--- src/rtl/grey_div_counter_if.sv ---
// Handshake/bus bundle for grey_div_counter: enable, ratio-load handshake and Gray outputs.
// The dir signal exists only when GREY_DIV_UPDOWN_EN is defined.
interface grey_div_counter_if #(
  parameter int DIV_W  = 8,
  parameter int GREY_W = 6
);
  logic              en;
  logic              div_load;
  logic [DIV_W-1:0]  div_val;
  logic              div_ack;
  logic              tick;
  logic [GREY_W-1:0] grey;
  logic              wrap;
`ifdef GREY_DIV_UPDOWN_EN
  logic              dir;

  modport master (output en, div_load, div_val, dir, input div_ack, tick, grey, wrap);
  modport slave  (input en, div_load, div_val, dir, output div_ack, tick, grey, wrap);
`else
  modport master (output en, div_load, div_val, input div_ack, tick, grey, wrap);
  modport slave  (input en, div_load, div_val, output div_ack, tick, grey, wrap);
`endif
endinterface

--- src/rtl/grey_div_counter.sv ---
// Programmable prescaler driving a Gray-code tick counter with ratio-load handshake and wrap pulse.
// Optional macro GREY_DIV_UPDOWN_EN adds a dir input for counting backward through the sequence.
module grey_div_counter #(
  parameter int DIV_W       = 8,
  parameter int GREY_W      = 6,
  parameter int DIV_DEFAULT = 7
) (
  input  logic                 clk,
  input  logic                 rst,
  grey_div_counter_if.slave    bus
);

  logic [DIV_W-1:0]  presc_q, presc_d;
  logic [DIV_W-1:0]  ratio_q, ratio_d;
  logic [DIV_W-1:0]  pval_q, pval_d;
  logic              pend_q, pend_d;
  logic [GREY_W-1:0] grey_q, grey_d;
  logic              tick_q, tick_d;
  logic              wrap_q, wrap_d;
  logic              ack_q, ack_d;

  logic              term;
  logic              idle_apply;
  logic [DIV_W-1:0]  load_val;
  logic [GREY_W-1:0] cur_bin;
  logic [GREY_W-1:0] step_bin;
  logic              step_wrap;

  function automatic logic [GREY_W-1:0] gray2bin(input logic [GREY_W-1:0] g);
    logic [GREY_W-1:0] b;
    b[GREY_W-1] = g[GREY_W-1];
    for (int i = GREY_W - 2; i >= 0; i--) begin
      b[i] = b[i+1] ^ g[i];
    end
    return b;
  endfunction

  function automatic logic [GREY_W-1:0] bin2gray(input logic [GREY_W-1:0] b);
    return b ^ (b >> 1);
  endfunction

  always_comb begin
    cur_bin = gray2bin(grey_q);
`ifdef GREY_DIV_UPDOWN_EN
    step_bin  = bus.dir ? (cur_bin - GREY_W'(1)) : (cur_bin + GREY_W'(1));
    step_wrap = bus.dir ? (cur_bin == '0) : (step_bin == '0);
`else
    step_bin  = cur_bin + GREY_W'(1);
    step_wrap = (step_bin == '0);
`endif
  end

  always_comb begin
    term       = bus.en && (presc_q == (ratio_q - DIV_W'(1)));
    // A ratio change is safe at a period boundary: a terminal, or stalled before any count.
    idle_apply = !bus.en && (presc_q == '0);
    load_val   = (bus.div_val == '0) ? DIV_W'(1) : bus.div_val;

    presc_d = presc_q;
    ratio_d = ratio_q;
    pval_d  = pval_q;
    pend_d  = pend_q;
    grey_d  = grey_q;
    tick_d  = 1'b0;
    wrap_d  = 1'b0;
    ack_d   = 1'b0;

    if (bus.div_load) begin
      pend_d = 1'b1;
      pval_d = load_val;
    end

    if (bus.en) begin
      presc_d = term ? '0 : (presc_q + DIV_W'(1));
    end

    if (term) begin
      tick_d = 1'b1;
      grey_d = bin2gray(step_bin);
      wrap_d = step_wrap;
    end

    if ((term || idle_apply) && (bus.div_load || pend_q)) begin
      ratio_d = bus.div_load ? load_val : pval_q;
      pend_d  = 1'b0;
      ack_d   = 1'b1;
    end
  end

  always_ff @(posedge clk) begin
    if (rst) begin
      presc_q <= '0;
      ratio_q <= DIV_W'(DIV_DEFAULT);
      pval_q  <= '0;
      pend_q  <= 1'b0;
      grey_q  <= '0;
      tick_q  <= 1'b0;
      wrap_q  <= 1'b0;
      ack_q   <= 1'b0;
    end else begin
      presc_q <= presc_d;
      ratio_q <= ratio_d;
      pval_q  <= pval_d;
      pend_q  <= pend_d;
      grey_q  <= grey_d;
      tick_q  <= tick_d;
      wrap_q  <= wrap_d;
      ack_q   <= ack_d;
    end
  end

  assign bus.tick    = tick_q;
  assign bus.grey    = grey_q;
  assign bus.wrap    = wrap_q;
  assign bus.div_ack = ack_q;

endmodule
--- src/flat_wrapper.sv ---
// flat-port wrapper written by rule: the top's interface ports become plain ports
module grey_div_counter_flat 
#(
  parameter int DIV_W       = 8,
  parameter int GREY_W      = 6,
  parameter int DIV_DEFAULT = 7
)
  (clk, rst, bus_en, bus_div_load, bus_div_val, bus_div_ack, bus_tick, bus_grey, bus_wrap);
  grey_div_counter_if #(.DIV_W(DIV_W), .GREY_W(GREY_W)) bus_i ();
  input  logic clk;
  input  logic rst;
  input wire logic [$bits(bus_i.en)-1:0] bus_en;
  input wire logic [$bits(bus_i.div_load)-1:0] bus_div_load;
  input wire logic [$bits(bus_i.div_val)-1:0] bus_div_val;
  output wire logic [$bits(bus_i.div_ack)-1:0] bus_div_ack;
  output wire logic [$bits(bus_i.tick)-1:0] bus_tick;
  output wire logic [$bits(bus_i.grey)-1:0] bus_grey;
  output wire logic [$bits(bus_i.wrap)-1:0] bus_wrap;
  assign bus_i.en = bus_en;
  assign bus_i.div_load = bus_div_load;
  assign bus_i.div_val = bus_div_val;
  assign bus_div_ack = bus_i.div_ack;
  assign bus_tick = bus_i.tick;
  assign bus_grey = bus_i.grey;
  assign bus_wrap = bus_i.wrap;
  grey_div_counter #(.DIV_W(DIV_W), .GREY_W(GREY_W), .DIV_DEFAULT(DIV_DEFAULT)) u_core (.clk(clk), .rst(rst), .bus(bus_i));
endmodule
--- config.mk ---
export PLATFORM = sky130hd
export DESIGN_NAME = grey_div_counter_flat
export DESIGN_NICKNAME = d
export VERILOG_FILES = /design/src/rtl/grey_div_counter_if.sv /design/src/rtl/grey_div_counter.sv /design/src/flat_wrapper.sv
export SDC_FILE = /design/constraint.sdc
export NUM_CORES = 1
export LEC_CHECK = 0
export ABC_AREA = 1
export BUFFER_PORTS_ARGS = -buffer_cell sky130_fd_sc_hd__buf_2
export CORE_ASPECT_RATIO = 0.75
export CORE_MARGIN = 4
export CORE_UTILIZATION = 30
export DETAILED_ROUTE_END_ITERATION = 7
export MAX_ROUTING_LAYER = met4
export SKIP_LAST_GASP = 1
export SYNTH_ARGS = -nofsm -noshare
export SYNTH_HDL_FRONTEND = slang
export SYNTH_SLANG_ARGS = --single-unit
--- constraint.sdc ---
create_clock -name clk -period 2.6 [get_ports clk]
set_input_delay 0.52 -clock clk [delete_from_list [all_inputs] [get_ports clk]]
set_output_delay 0.52 -clock clk [all_outputs]
set_load 0.02 [all_outputs]
==> impl_metrics.tcl <==
set metrics [dict create \
    drive_above_1_share 0.1871 \
    synth_edf_count 0 \
    track_usage 0.1146 \
    r2r.worst_path.cells 15 \
    relSlewSlack 0.6863 \
    final_cell_area_um2 2153 \
    synth_warnings 0 \
    drc_errors 0 \
    min_path_cells 2 \
    syn_area_um2 1795 \
    yosysUniqueCellTypes 23 \
    grt-ovfl-total 0 \
    min_path_type "reg -> reg" \
    antenna_found_initial 0 \
    crit_family "adder cells" \
    cts_buffers 5 \
    async_flop_share 0 \
    synth_largest_area_cell "dfxtp_1" \
    slew_viol_final 0 \
    grt_pass1_wl_um 6527 \
    power.leakage_uw 0.0009927 \
    total_power_uw 1122 \
    slowest_stage "dfxtp_4" \
    end_kind "flip-flop" \
    p_per_area_nw_per_um2 521.2 \
    start_util 0.3098 \
    core_um2 5796 \
    hold_buffers 0 \
    reg2reg_slack_ns 0.02 \
    multi_input_area_um2 1015 \
    routed_wl_um 3702 \
    nFillCells 621 \
    path_buf_inv 4 \
    syn2layout_area_growth_pct 19.93 \
    first_pass_iters 4 \
    vias_per_cell 4.334 \
    synthTopCellsByArea "dfxtp_1 (38%), nand2_1 (12%), ha_1 (7.0%), inv_1 (6.9%), nor2_1 (6.1%)" \
    crit_fanout 3 \
    die_area_um2 7300 \
    final_antenna_net_count 0 \
    finalSetupViolCount 0 \
    r2r-end "u_core.bus.grey[4]" \
    post-route-util 0.3715 \
    fin_nets 299 \
    clkTransAtPathRegs_ns 0.07 \
    holdWs_ns 0.5000 \
    first_global_vias 1417 \
    critPathKind "reg -> reg" \
    ys_top_cells_by_count "nand2_1 (58), dfxtp_1 (34), inv_1 (33)" \
    cts.sinks 34 \
    cap_violations 0 \
    worst_slew_pin_slew_ns 0.4669 \
    ioPinCount 21 \
    seq_area_um2 688.2 \
    status "completed" \
    seq_area_frac_synth 0.3791 \
    slowest_delay_ns 0.36 \
    cts_root_buf "clkbuf_8" \
    required_ns 2.78 \
    drt_iter0_markers 85 \
    routedWlPerCell_um 10.40 \
    synth_ff_type "dfxtp_1" \
    n_antenna_cell 0 \
    syn_inst 253 \
    finalHoldViolCount 0 \
    portBuffers 20 \
    clk_latency_ns 0.28 \
    die_y_um 75 \
    syn_nets 275 \
    crit_chain "xor2_2 > ha_1 > inv_2 > ha_4 > inv_2 > ha_4 > inv_2 > ha_4 > nor2_4 > nand2_2 > xor2_2 > inv_1 > ha_1 > nand2_1 > nand2_1" \
    synth_most_common_cell "nand2_1" \
    place_area_um2 2039 \
    rsz0062_at_grt "true" \
    max-vdd-ir-drop_mv 0.2067 \
    gp_congestion 0.8261 \
    dieWidth_um 97.33 \
    grt_max_degree 18 \
    htreeDepth 2 \
    arrival_ns 2.76 \
    via_count 1543 \
    timing.final.ws_setup_ns 0.02342 \
    skew_ns 0.003730 \
    num_rows 24 \
    synth_seq_cells 34 \
    period_minus_slack_ns 2.577 \
    dp_worst_setup_slack_ns -0.03711 \
    holdCritStartpoint "u_core.ratio_q[0]" \
    min_to "u_core.ratio_q[0]" \
    hpwl_um 2832 \
    tritoncts "done" \
    synth.avg_cell_area_um2 7.097 \
    min_period_over_period 0.9910 \
    r2r-start "u_core.bus.grey[5]" \
    clockBufferDepth 2 \
    synth_top_area_frac 0.3791 \
    cp-start-kind "flip-flop" \
    fmax_mhz 388.1 \
]
sequential cells by signal (all words and copies together) (netlist names), named ones only:
register and cells:
u_core.bus.div_ack 1, u_core.bus.grey 5, u_core.bus.tick 1, u_core.bus.wrap 1, u_core.pend_q 1, u_core.presc_q 8
u_core.pval_q 8, u_core.ratio_q 8
metal layers:
layer | share of wire | global-route usage | vias to the layer above
met5 | 0 | - | -
met4 | 0.013 | 0.04147 | 0
met3 | 0.046 | 0.03148 | 4
met2 | 0.41 | 0.1667 | 24
met1 | 0.53 | 0.1535 | 674
li1 | - | - | 841
kinds of logic (layout without fill, tap and decap cells):
kind of cell,count (synthesis),in the layout,share of synthesized area
buffers and inverters,41,66,0.09059
DFF,34,34,0.3791
AOI/OAI and AO/OA,26,26,0.07666
and+or+nand+nor,128,128,0.3157
adders and majority gates,10,10,0.06969
xor gates and xnor gates,14,14,0.06829
final cells by class:
type | instances | area share
timing repair buffer | 25 | 0.06392
clock inverter | 1 | 0.002324
inverter | 33 | 0.05752
tap | 78 | 0.04532
sequential | 34 | 0.3196
multi-input combinational | 178 | 0.4712
clock buffer | 7 | 0.04009
repair_timing:
action / 4_1_cts / 5_1_grt
gates cloned: 0 / 0
pin swaps: 1 / 1
gates resized for setup: 1 / 2
buffers inserted: 1 / 0
setup endpoints to repair: 2 / 4
tightest hold or removal path, cell delays in order, from the launching register on:
cell and delay, ns:
dfxtp_1 0.33, nand2_1 0.07, nand3_1 0.06
cell usage in the layout (no fill, tap or decap), drive strengths merged, types with 2 or more instances in the layout:
master,netlist,layout
a21oi,9,9
buf,2,25
clkbuf,6,7
dfxtp,34,34
ha,10,10
inv,33,33
nand2,60,60
nand3,21,21
nand3b,4,4
nand4,3,3
nor2,33,33
nor3,4,4
o21ai,14,14
or2,2,2
xnor2,4,4
xor2,10,10
report_power, final:
group | switching, uW | internal, uW | leakage (uW) | total [uW]
logic | 95.4 | 59.1 | 0.000665 | 155
clock network | 190 | 214 | 0.0000482 | 403
registers | 18.6 | 546 | 0.000280 | 564
total | 304 | 818 | 0.000993 | 1120
metrics by stage:
step                setup TNS, ns  cells
detailed placement       -0.03711    347
finish                          0    356
global route              -0.2838    356
floorplan                       0    253
global placement                0    347
CTS                             0    356
worst max-delay path by stage:
stage / start / end / slack [ns] / cells past startpoint
2_1_floorplan: u_core.bus.grey[5] / u_core.bus.grey[4] / 0.02 / 15
3_3_place_gp: u_core.bus.grey[5] / u_core.bus.grey[4] / 0.02 / 15
3_5_place_dp: u_core.bus.grey[5] / u_core.bus.grey[4] / -0.04 / 15
4_1_cts: u_core.bus.grey[5] / u_core.bus.grey[4] / 0.0004 / 15
5_1_grt: u_core.bus.grey[5] / u_core.bus.grey[4] / -0.1 / 15
6_report: u_core.bus.grey[5] / u_core.bus.grey[4] / 0.02 / 15
(Power assumes the default switching activity.)
